`config.mk`:
```
export PLATFORM = sky130hd
export DESIGN_NAME = line_clear_ctrl_flat
export DESIGN_NICKNAME = d
export VERILOG_FILES = /design/src/rtl/line_clear_ctrl_if.sv /design/src/rtl/line_clear_ctrl.sv /design/src/flat_wrapper.sv
export SDC_FILE = /design/constraint.sdc
export NUM_CORES = 1
export LEC_CHECK = 0
export ABC_CLOCK_PERIOD_IN_PS = 4400
export CORE_ASPECT_RATIO = 2
export CORE_MARGIN = 8
export CORE_UTILIZATION = 35
export DETAILED_ROUTE_END_ITERATION = 6
export HOLD_SLACK_MARGIN = 0.08
export PLACE_DENSITY = 0.6
export SYNTH_ARGS = -nofsm -noshare
export SYNTH_HDL_FRONTEND = slang
export SYNTH_SLANG_ARGS = --single-unit
```
`constraint.sdc`:
```
create_clock -name clk -period 4.4 [get_ports clk]
set_input_delay 0.66 -clock clk [delete_from_list [all_inputs] [get_ports clk]]
set_output_delay 0.66 -clock clk [all_outputs]
set_load 0.05 [all_outputs]
```
`src/rtl/line_clear_ctrl_if.sv`:
```
// Board-RAM and control bundle shared by the line-clear controller and its environment.
// master = the controller (owns the RAM bus while busy), slave = requester plus RAM.
interface line_clear_ctrl_if #(
  parameter int DATA_W = 6
);
  logic              start;
  logic              busy;
  logic              done;
  logic [4:0]        lines_cleared;
  logic [7:0]        ram_addr;
  logic              ram_wren;
  logic [DATA_W-1:0] ram_wdata;
  logic [DATA_W-1:0] ram_rdata;

  modport master (
    input  start,
    input  ram_rdata,
    output busy,
    output done,
    output lines_cleared,
    output ram_addr,
    output ram_wren,
    output ram_wdata
  );

  modport slave (
    output start,
    output ram_rdata,
    input  busy,
    input  done,
    input  lines_cleared,
    input  ram_addr,
    input  ram_wren,
    input  ram_wdata
  );
endinterface

```
`src/rtl/line_clear_ctrl.sv`:
```
// Post-commit line clearer: scans the board bottom-up, removes full rows by shifting
// everything above down one row, and blanks row 0 after each removal.
module line_clear_ctrl #(
  parameter int COLS   = 10,
  parameter int ROWS   = 20,
  parameter int DATA_W = 6
) (
  input  logic              clk,
  input  logic              resetn,
  line_clear_ctrl_if.master bus
);

  localparam int ROW_W  = $clog2(ROWS);
  localparam int COL_W  = $clog2(COLS);
  localparam int FULL_W = (ROW_W + COL_W > 8) ? (ROW_W + COL_W) : 8;

  localparam logic [2:0] S_IDLE    = 3'd0;
  localparam logic [2:0] S_SCAN    = 3'd1;
  localparam logic [2:0] S_SHIFT   = 3'd2;
  localparam logic [2:0] S_ZERO    = 3'd3;
  localparam logic [2:0] S_NEXTROW = 3'd4;
  localparam logic [2:0] S_DONE    = 3'd5;

  // Each RAM access is a short phase sequence: issue, two read-latency phases, sample,
  // then for writes a setup / strobe / hold triple that keeps addr and data stable.
  localparam logic [2:0] P_ISSUE   = 3'd0;
  localparam logic [2:0] P_WAIT0   = 3'd1;
  localparam logic [2:0] P_WAIT1   = 3'd2;
  localparam logic [2:0] P_SAMPLE  = 3'd3;
  localparam logic [2:0] P_WSETUP  = 3'd4;
  localparam logic [2:0] P_WSTROBE = 3'd5;
  localparam logic [2:0] P_WHOLD   = 3'd6;

  localparam logic [ROW_W-1:0] LAST_ROW = ROW_W'(ROWS - 1);
  localparam logic [COL_W-1:0] LAST_COL = COL_W'(COLS - 1);

  logic [2:0]        state_q, state_d;
  logic [2:0]        phase_q, phase_d;
  logic [ROW_W-1:0]  row_q, row_d;
  logic [ROW_W-1:0]  dst_q, dst_d;
  logic [COL_W-1:0]  col_q, col_d;
  logic [4:0]        count_q, count_d;
  logic [7:0]        addr_q, addr_d;
  logic              wren_q, wren_d;
  logic [DATA_W-1:0] wdata_q, wdata_d;
  logic              busy_q, busy_d;
  logic              done_q, done_d;

  function automatic logic [7:0] calcAddr(input logic [ROW_W-1:0] r, input logic [COL_W-1:0] c);
    logic [FULL_W-1:0] full;
    full = FULL_W'(r) * FULL_W'(COLS) + FULL_W'(c);
    return full[7:0];
  endfunction

  always_comb begin
    state_d = state_q;
    phase_d = phase_q;
    row_d   = row_q;
    dst_d   = dst_q;
    col_d   = col_q;
    count_d = count_q;
    addr_d  = addr_q;
    wren_d  = wren_q;
    wdata_d = wdata_q;
    busy_d  = busy_q;
    done_d  = 1'b0;

    case (state_q)
      S_IDLE: begin
        if (bus.start) begin
          busy_d  = 1'b1;
          count_d = '0;
          row_d   = LAST_ROW;
          col_d   = '0;
          phase_d = P_ISSUE;
          state_d = S_SCAN;
        end
      end

      S_SCAN: begin
        case (phase_q)
          P_ISSUE: begin
            addr_d  = calcAddr(row_q, col_q);
            phase_d = P_WAIT0;
          end
          P_WAIT0: phase_d = P_WAIT1;
          P_WAIT1: phase_d = P_SAMPLE;
          P_SAMPLE: begin
            phase_d = P_ISSUE;
            if (bus.ram_rdata == '0) begin
              state_d = S_NEXTROW;
            end else if (col_q != LAST_COL) begin
              col_d = col_q + 1'b1;
            end else begin
              if (count_q != 5'd31) begin
                count_d = count_q + 1'b1;
              end
              dst_d   = row_q;
              col_d   = '0;
              state_d = S_SHIFT;
            end
          end
          default: phase_d = P_ISSUE;
        endcase
      end

      S_SHIFT: begin
        case (phase_q)
          P_ISSUE: begin
            if (dst_q == '0) begin
              state_d = S_ZERO;
            end else begin
              addr_d  = calcAddr(dst_q - 1'b1, col_q);
              phase_d = P_WAIT0;
            end
          end
          P_WAIT0: phase_d = P_WAIT1;
          P_WAIT1: phase_d = P_SAMPLE;
          P_SAMPLE: begin
            addr_d  = calcAddr(dst_q, col_q);
            wdata_d = bus.ram_rdata;
            phase_d = P_WSETUP;
          end
          P_WSETUP: begin
            wren_d  = 1'b1;
            phase_d = P_WSTROBE;
          end
          P_WSTROBE: begin
            wren_d  = 1'b0;
            phase_d = P_WHOLD;
          end
          P_WHOLD: begin
            phase_d = P_ISSUE;
            if (col_q == LAST_COL) begin
              col_d = '0;
              dst_d = dst_q - 1'b1;
            end else begin
              col_d = col_q + 1'b1;
            end
          end
          default: phase_d = P_ISSUE;
        endcase
      end

      // After blanking row 0 the same row index is rescanned, since it now holds the row from above.
      S_ZERO: begin
        case (phase_q)
          P_ISSUE: begin
            addr_d  = calcAddr('0, col_q);
            wdata_d = '0;
            phase_d = P_WSETUP;
          end
          P_WSETUP: begin
            wren_d  = 1'b1;
            phase_d = P_WSTROBE;
          end
          P_WSTROBE: begin
            wren_d  = 1'b0;
            phase_d = P_WHOLD;
          end
          P_WHOLD: begin
            phase_d = P_ISSUE;
            if (col_q == LAST_COL) begin
              col_d   = '0;
              state_d = S_SCAN;
            end else begin
              col_d = col_q + 1'b1;
            end
          end
          default: phase_d = P_ISSUE;
        endcase
      end

      S_NEXTROW: begin
        phase_d = P_ISSUE;
        if (row_q == '0) begin
          busy_d  = 1'b0;
          done_d  = 1'b1;
          state_d = S_DONE;
        end else begin
          row_d   = row_q - 1'b1;
          col_d   = '0;
          state_d = S_SCAN;
        end
      end

      S_DONE: state_d = S_IDLE;

      default: begin
        busy_d  = 1'b0;
        wren_d  = 1'b0;
        phase_d = P_ISSUE;
        state_d = S_IDLE;
      end
    endcase
  end

  always_ff @(posedge clk or negedge resetn) begin
    if (!resetn) begin
      state_q <= S_IDLE;
      phase_q <= P_ISSUE;
      row_q   <= '0;
      dst_q   <= '0;
      col_q   <= '0;
      count_q <= '0;
      addr_q  <= '0;
      wren_q  <= 1'b0;
      wdata_q <= '0;
      busy_q  <= 1'b0;
      done_q  <= 1'b0;
    end else begin
      state_q <= state_d;
      phase_q <= phase_d;
      row_q   <= row_d;
      dst_q   <= dst_d;
      col_q   <= col_d;
      count_q <= count_d;
      addr_q  <= addr_d;
      wren_q  <= wren_d;
      wdata_q <= wdata_d;
      busy_q  <= busy_d;
      done_q  <= done_d;
    end
  end

  assign bus.busy          = busy_q;
  assign bus.done          = done_q;
  assign bus.lines_cleared = count_q;
  assign bus.ram_addr      = addr_q;
  assign bus.ram_wren      = wren_q;
  assign bus.ram_wdata     = wdata_q;

endmodule

```
`src/flat_wrapper.sv`:
```
// flat-port wrapper written by rule: the top's interface ports become plain ports
module line_clear_ctrl_flat 
#(
  parameter int COLS   = 10,
  parameter int ROWS   = 20,
  parameter int DATA_W = 6
)
  (clk, resetn, bus_start, bus_ram_rdata, bus_busy, bus_done, bus_lines_cleared, bus_ram_addr, bus_ram_wren, bus_ram_wdata);
  line_clear_ctrl_if #(.DATA_W(DATA_W)) bus_i ();
  input  logic clk;
  input  logic resetn;
  input wire logic [$bits(bus_i.start)-1:0] bus_start;
  input wire logic [$bits(bus_i.ram_rdata)-1:0] bus_ram_rdata;
  output wire logic [$bits(bus_i.busy)-1:0] bus_busy;
  output wire logic [$bits(bus_i.done)-1:0] bus_done;
  output wire logic [$bits(bus_i.lines_cleared)-1:0] bus_lines_cleared;
  output wire logic [$bits(bus_i.ram_addr)-1:0] bus_ram_addr;
  output wire logic [$bits(bus_i.ram_wren)-1:0] bus_ram_wren;
  output wire logic [$bits(bus_i.ram_wdata)-1:0] bus_ram_wdata;
  assign bus_i.start = bus_start;
  assign bus_i.ram_rdata = bus_ram_rdata;
  assign bus_busy = bus_i.busy;
  assign bus_done = bus_i.done;
  assign bus_lines_cleared = bus_i.lines_cleared;
  assign bus_ram_addr = bus_i.ram_addr;
  assign bus_ram_wren = bus_i.ram_wren;
  assign bus_ram_wdata = bus_i.ram_wdata;
  line_clear_ctrl #(.COLS(COLS), .ROWS(ROWS), .DATA_W(DATA_W)) u_core (.clk(clk), .resetn(resetn), .bus(bus_i));
endmodule
```
-- Word level (Yosys, flattened, before mapping)
Index checks and enable logic that the tools add are counted.
- flip-flop bits (word level): 42
- output and inout port bits: 22
- bits of input ports: 9
- multiplexer cells: 54
- bitwise operators: 3
- multiply operators: 3
- equal/unequal tests: 35
- reduce and logical (&&, ||, !) cells: 24
- $add $sub $neg: 7
- operator list (kind ; number):
    $mux 5 ; 12
    $mux 3 ; 11
    $pmux 3 s5 ; 2
    $pmux 5 s2 ; 3
    $mux 4 ; 7
    $add 8x4->8 ; 3
    $mux 8 ; 3
    $pmux 8 s3 ; 1
    $ne 2x1->1 const B ; 11
    $mul 5x3->7 const B ; 3
    $pmux 3 s6 ; 1
    $reduce_and 6->1 ; 3
    $pmux 4 s4 ; 1
    $pmux 8 s2 ; 1
    $eq 3x3->1 const B ; 5
    $eq 3x2->1 const B ; 4
    $mux 6 ; 2
    $ne 2x2->1 const B ; 6
    $pmux 6 s2 ; 1
    $reduce_and 3->1 ; 4
    $logic_not 5->1 ; 2
    $sub 5x1->5 const B ; 2
    $pmux 3 s3 ; 1
    $reduce_bool 2->1 ; 4
    23 further kinds ; 33

-- Longest topological paths before layout
Gate-level depths: netlist of the first run.
- word-level depth: 6
- depth in mapped cells: 13
- depth with buffers taken out: 12

-- Worst setup path after synthesis of the first run
No wires, ideal clock.
- kind: register to register
- start point: reg u_core.dst_q[0]
- end point: reg u_core.addr_q[7] (netlist: u_core.bus.ram_addr[7])
- cell stages (with the launch flop): 13
- arrival: 3.035 ns
- setup slack: 1.243 ns
- path buffers: 0
- data required time: 4.278 ns
- cells stage by stage: dfrtp_1 inv_1 ha_1 or3b_2 xnor2_1 ha_1 ha_1 nand3_1 and4_1 or4_4 a31oi_4 xnor2_1 o21ai_1
- cells in the longest elaborated chain, start to end: 6
- elaborated cells between the ends (all ways): 11
- ends and longest elaborated chain (element ; RTL line ; source):
    start, declared ; line_clear_ctrl.sv:40 ; logic [ROW_W-1:0] dst_q, dst_d;
    start signal, assigned ; line_clear_ctrl.sv:215 ; dst_q <= dst_d;
    $sub 5x1->5 ; line_clear_ctrl.sv:113 ; addr_d = calcAddr(dst_q - 1'b1, col_q);
    $mul 5x3->7 ; line_clear_ctrl.sv:51 ; full = FULL_W'(r) * FULL_W'(COLS) + FULL_W'(c);
    $add 8x4->8 ; line_clear_ctrl.sv:51 ;
    $mux 8 ; line_clear_ctrl.sv:110 ; if (dst_q == '0) begin
    $pmux 8 s2 ; line_clear_ctrl.sv:108 ; case (phase_q)
    $pmux 8 s3 ; line_clear_ctrl.sv:68 ; case (state_q)
    end signal, assigned ; line_clear_ctrl.sv:218 ; addr_q <= addr_d;
    end, declared ; line_clear_ctrl.sv:43 ; logic [7:0] addr_q, addr_d;
Several ways; a longest one is shown, not always the timed one. The select of a mux whose other input is x is not followed.
A chain may end at the register's enable or synchronous reset.

-- Final worst setup path of the first run
Same ends and word-level chain as after synthesis.

==> metrics, run 1 <==
max incr delay on CP=0.50 ns; routed vias=2560; HP Class=flip-flop to flip-flop; RR Endpoint=u_core.bus.ram_addr[7]$_DFFE_PN0P_; final setup fails=0; DRC Markers=0; post-CTS setup buffers=0; status=complete, no violations; Top delay family on crit path=simple AND/OR/NAND/NOR gates; Lkg Pwr=1.635 nW; global route overflow=0; Period minus WS final=3.340 ns; Mapped Nets=373; Max Cap Viol=0; worst r2r path cells=12; Gate Count Post-Synth=333; # H-tree levels=2; initial antenna violation count=0; Num CTS Buffers=5; WS Path Type=flip-flop to flip-flop; Area Overhead vs Synth=16.80%; clock slew at reported path FFs=0.06 ns; routed len/inst=16.82 um; Slew HR=36.81%; DP HPWL=6045 um; Yosys top cell area share=34.43%; Fin. Hold Viols=0; Routed Antenna Nets=0; Slowest cell on crit path=or3b_2; WP depth=12; cts hold-fix bufs=0; flop-to-flop setup slack=1.06 ns; sequential area share after synthesis=34.43%; ys async rst share=100.0%; ANT cells=0; Synth Area per Inst=9.168 um2; Finished Cell Area=3566 um2; initial core utilization=35.80%; vias per inst=5.565; Max VDD drop=0.3675 mV; DRT iter0 DRCs=117; fillcell total=864; EDFF count, synth=0; worst path arrival time=3.51 ns; nature of the critical path endpoint=flip-flop; synth unique cells=64; Critical R2R Launch=u_core.dst_q[0]$_DFFE_PN0P_; RSZ-0062 raised after global routing=false; Synth area leader=dfrtp_1; dpl cell area=3418 um2; Crit. Startpoint=u_core.dst_q[0]$_DFFE_PN0P_; clock skew=0.002847 ns; clock root cell=clkbuf_16; GRT Overall Usage=13.69%; GP Congestion=0.8669; Req. time, crit path=4.57 ns; Synthesis Warnings=0; f_max=299.4 MHz; ys flop type=dfrtp_1; largest cells by area after synthesis=dfrtp_1 (34%), ha_1 (11%), nand2_1 (5.4%); first-pass GRT wire length=13040 um; PortBufs=30; Worst Path Buf+Inv=1; Syn Std Cell Area=3053 um2; Clock Sinks=42; Clk Latency, worst-skew pair=0.28 ns; pwr/cell area=640.0 nW/um2; Core ar.=8528 um2; DIE WIDTH=82.04 um; Final #Nets=399; Worst Setup EP=u_core.bus.ram_addr[7]$_DFFE_PN0P_; row count=48; die footprint=12150 um2; CTS tree=built; Startpoint Class=flip-flop; CTS resizes=0; DIE HEIGHT=148.1 um; largest net degree at the start of global routing=43; CTS max path bufs=2; via count of the first global-routing pass=2698; DRT Pass-1 Iters=4; Slew @ Worst Pin=0.9479 ns; synthesis-stage register bit count=42; Critical Path, Cell by Cell=inv_1 > ha_1 > or3b_2 > xnor2_1 > ha_1 > ha_1 > nand3_1 > and4_1 > or4_4 > a31oi_4 > xnor2_1 > o21ai_1; drt total wl=7735 um; Tcrit/Tclk final=75.91%; cell repeated most along the worst path=ha_1; Fin Setup TNS=0 ns; Total Power=2.282 mW; I/O Pins=31; CP max FO=5; layout cells sized above 1=7.500%; Slew Limit Fails=0
## state kept, by name (all words and copies together) (netlist names)
signal	flops
u_core.bus.ram_addr	8
u_core.bus.ram_wdata	6
u_core.bus.lines_cleared	5
u_core.dst_q	5
u_core.row_q	5
u_core.col_q	4
u_core.phase_q	3
u_core.state_q	3
u_core.bus.busy	1
u_core.bus.done	1
u_core.bus.ram_wren	1
## cell usage after synthesis (2+ instances only)
| master | n |
|---|---|
| buf_6 | 2 |
| fa_1 | 4 |
| dfrtp_1 | 42 |
| o31ai_2 | 2 |
| nor4_1 | 2 |
| o22ai_1 | 3 |
| mux2i_1 | 7 |
| buf_2 | 5 |
| ha_1 | 27 |
| a22o_1 | 8 |
| a21o_1 | 4 |
| buf_1 | 2 |
| and3_1 | 2 |
| a211oi_1 | 3 |
| xnor2_1 | 6 |
| o21ai_0 | 28 |
| xor2_1 | 7 |
| a31oi_1 | 4 |
| nor2_1 | 23 |
| or3_1 | 2 |
| nand3_1 | 8 |
| a22oi_1 | 2 |
| nor3_1 | 12 |
| nand2b_1 | 7 |
| clkbuf_1 | 4 |
| nor2b_1 | 3 |
| nand3b_1 | 3 |
| o31ai_1 | 5 |
| a21oi_1 | 18 |
| nand2_1 | 44 |
| inv_1 | 11 |
## worst min-delay path by stage
stage                                                   from                            endpoint  cells after the start
after floorplan                                       resetn         u_core.bus.busy$_DFFE_PN0P_                      0
after global placement    u_core.bus.ram_addr[1]$_DFFE_PN0P_  u_core.bus.ram_addr[1]$_DFFE_PN0P_                      2
after detailed placement  u_core.bus.ram_addr[1]$_DFFE_PN0P_  u_core.bus.ram_addr[1]$_DFFE_PN0P_                      2
after CTS                 u_core.bus.ram_addr[1]$_DFFE_PN0P_  u_core.bus.ram_addr[1]$_DFFE_PN0P_                      2
after global routing      u_core.bus.ram_addr[2]$_DFFE_PN0P_  u_core.bus.ram_addr[2]$_DFFE_PN0P_                      2
final                     u_core.bus.ram_addr[1]$_DFFE_PN0P_  u_core.bus.ram_addr[1]$_DFFE_PN0P_                      2
## per-layer routing
layer | up-vias | GRT usage (%) | routed length, um
li1 | 1259 | - | -
met1 | 1243 | 13.64 | 2860
met2 | 41 | 25.11 | 4386
met3 | 17 | 1.874 | 159
met4 | 0 | 8.230 | 329
met5 | - | 0 | 0
## worst reg2reg max path, delay by kind of cell, from the launching register on
| kind | cells | cell delay, ns |
|---|---|---|
| simple gates | 4 | 1.30 |
| fa+ha+maj | 3 | 0.85 |
| flops | 1 | 0.42 |
| xor+xnor | 2 | 0.28 |
| compound gates | 2 | 0.24 |
| buf+inv | 1 | 0.13 |
## layout by cell type (no fill, tap or decap), drive strengths merged, types with 2 or more instances in the layout
cell type / instances
o21ai: 29
clkbuf: 7
dfrtp: 42
inv: 11
buf: 4
nor3b: 2
nor2b: 3
nand3b: 3
nor4: 2
and3: 2
nand2: 44
xor2: 7
or3: 2
o31ai: 7
o22ai: 4
mux2i: 7
or3b: 3
fa: 4
a31oi: 5
nor3: 13
a211oi: 4
clkdlybuf4s50: 29
nand2b: 7
a22o: 8
o32ai: 2
nor4b: 2
nand3: 8
xnor2: 6
nor2: 24
a21oi: 19
ha: 27
a21o: 4
a22oi: 2
## final cells by class
cell class              instances  area, um2  area share [%]
clock inverters                 1      5.005          0.1404
inverters                      11      41.29           1.158
repair buffers                 33      317.8           8.912
flip-flops and latches         42       1051           29.47
well taps                     100      125.1           3.509
multi-input cells             266       1883           52.81
clock buffers                   7      142.6           4.000
## logic make-up after synthesis
logic type      count (synthesis)  synth area share [%]
compound gates                 91                 20.33
xor+xnor                       13                 3.730
simple gates                  123                 21.27
buf+inv                        25                 3.893
flops                          42                 34.43
fa+ha+maj                      31                 13.69
mux                             8                 2.664
## stage by stage
step	setup slack [ns]	util, %	hold slack [ns]	instances
floorplan	1.243	-	0.3644	333
global placement	1.140	40.08	0.4641	452
detailed placement	1.082	40.08	0.4691	452
CTS	1.068	41.81	0.4830	460
global route	0.9491	41.81	0.5101	460
finish	1.060	41.81	0.4739	460
## power breakdown
group          internal (mW)  switching [mW]  leakage [nW]  total, mW
Clock                  0.225           0.147        0.0739      0.372
Sequential             0.495           0.127         0.530      0.622
Combinational          0.481           0.806          1.03       1.29
Total                   1.20            1.08          1.64       2.28
Note: power is estimated with default switching activity, not from simulation.
==> inputs of run 2 (changes only) <==
Settings changed: ABC_CLOCK_PERIOD_IN_PS 4400 to 2850, PLACE_DENSITY 0.6 to 0.61.
Clock period 4.4 ns to 2.85 ns, I/O delays scaled along.
==> metrics, run 2 (same netlist as run 1, synthesis figures left out) <==
Startpoint Class=flip-flop; DIE WIDTH=82.04 um; Slew Limit Fails=0; I/O Pins=31; Num CTS Buffers=5; Fin. Hold Viols=0; Lkg Pwr=1.798 nW; DRC Markers=0; Final #Nets=425; Final WS setup=-0.04848 ns; routed len/inst=16.87 um; initial core utilization=35.80%; Slew HR=35.06%; RSZ-0062 raised after global routing=true; Largest register FFs=8; multi-input logic area=2004 um2; nature of the critical path endpoint=flip-flop; dpl cell area=3625 um2; drt total wl=8198 um; cts hold-fix bufs=0; first-pass GRT wire length=13740 um; Clock Sinks=42; clock slew at reported path FFs=0.06 ns; CTS max path bufs=2; Fin Setup TNS=-0.04848 ns; DRT Pass-1 Iters=4; Crit. Startpoint=u_core.dst_q[0]$_DFFE_PN0P_; ANT cells=0; Slew @ Worst Pin=0.9741 ns; PortBufs=30; f_max=345.0 MHz; Total Power=3.909 mW; final core utilization=46.13%; failing checks=setup timing; Post-Place Cells=474; row count=48; final setup fails=1; GRT Overall Usage=14.55%; Tcrit/Tclk final=101.7%; status=finished, violations left; Max Cap Viol=0; via count of the first global-routing pass=2831; Routed Antenna Nets=0; non-filler instance count after layout=486; Max VDD drop=0.8021 mV; layout cells sized above 1=17.88%; GP Congestion=0.8626; Period minus WS final=2.898 ns; HP Class=input port to asynchronous set/reset pin; initial antenna violation count=0; Req. time, crit path=3.02 ns; most frequent cells in the layout=nand2_1 (44), dfrtp_1 (42), clkdlybuf4s50_1 (29), buf_4 (29), o21ai_0 (28); routed vias=2704; clock root cell=clkbuf_16; RR Endpoint=u_core.bus.ram_addr[7]$_DFFE_PN0P_; DP HPWL=6333 um; largest net degree at the start of global routing=43; Setup WS pre-CTS=-0.1079 ns; Worst Setup EP=u_core.bus.ram_addr[7]$_DFFE_PN0P_; DIE HEIGHT=148.1 um; CP max FO=2; DRT iter0 DRCs=80; WHS=0.2974 ns; clock skew=0.004554 ns; die footprint=12150 um2; Core ar.=8528 um2; Critical R2R Launch=u_core.dst_q[0]$_DFFE_PN0P_; Register Area=1051 um2; flop-to-flop setup slack=-0.05 ns; worst path arrival time=3.07 ns; global route overflow=0; CTS tree=built; WS Path Type=flip-flop to flip-flop; Area Overhead vs Synth=28.85%; vias per inst=5.564; pwr/cell area=993.6 nW/um2; Clk Latency, worst-skew pair=0.29 ns; fillcell total=842; commonest non-fill, non-tap cell in the layout=nand2_1; # H-tree levels=2; worst r2r path cells=12; Finished Cell Area=3934 um2
## run 2: how the worst min path moves through the flow
| stage | depth (start not counted) | start | slack (ns) | end |
|---|---|---|---|---|
| after detailed placement | 2 | u_core.bus.ram_addr[3]$_DFFE_PN0P_ | 0.47 | u_core.bus.ram_addr[3]$_DFFE_PN0P_ |
| after CTS | 1 | resetn | 0.34 | u_core.col_q[0]$_DFFE_PN0P_ |
| after global routing | 1 | resetn | 0.40 | u_core.col_q[2]$_DFFE_PN0P_ |
| after floorplan | 0 | resetn | 0.13 | u_core.bus.busy$_DFFE_PN0P_ |
| after global placement | 2 | u_core.bus.ram_addr[2]$_DFFE_PN0P_ | 0.46 | u_core.bus.ram_addr[2]$_DFFE_PN0P_ |
| final | 1 | resetn | 0.30 | u_core.bus.ram_wdata[4]$_DFFE_PN0P_ |
## run 2: timing repair
| item | 4_1_cts | 5_1_grt |
|---|---|---|
| pin swaps | 9 | 5 |
| gates resized for setup | 6 | 4 |
| setup endpoints to repair | 2 | 2 |
| setup buffers | 3 | 1 |
## run 2: critical path: stages (launching register included)
cell and delay (ns):
dfrtp_1 0.40, inv_2 0.09, ha_4 0.13, or3b_4 0.41, xnor2_4 0.16, ha_4 0.24, ha_4 0.26, nand3_2 0.05
and4_1 0.16, or4_4 0.53, a31oi_4 0.14, xnor2_1 0.13, o21ai_1 0.08
## run 2: cell type report
cell class	instances	area share [%]
repair buffers	59	13.04
inverters	11	1.050
well taps	100	3.181
flip-flops and latches	42	26.72
clock buffers	6	3.531
clock inverters	2	1.527
multi-input cells	266	50.95
## run 2: layer usage
layer	up-vias	share of wire (%)	track usage, %
li1	1317	-	-
met1	1318	36	14.29
met2	48	56	25.98
met3	21	2.7	2.600
met4	0	5.7	9.912
met5	-	0	0
## run 2: where the power goes
part | total, mW | switching (mW) | internal, mW
combinational | 2.21 | 1.34 | 0.870
sequential | 0.922 | 0.157 | 0.765
clock | 0.772 | 0.245 | 0.526
total | 3.91 | 1.75 | 2.16
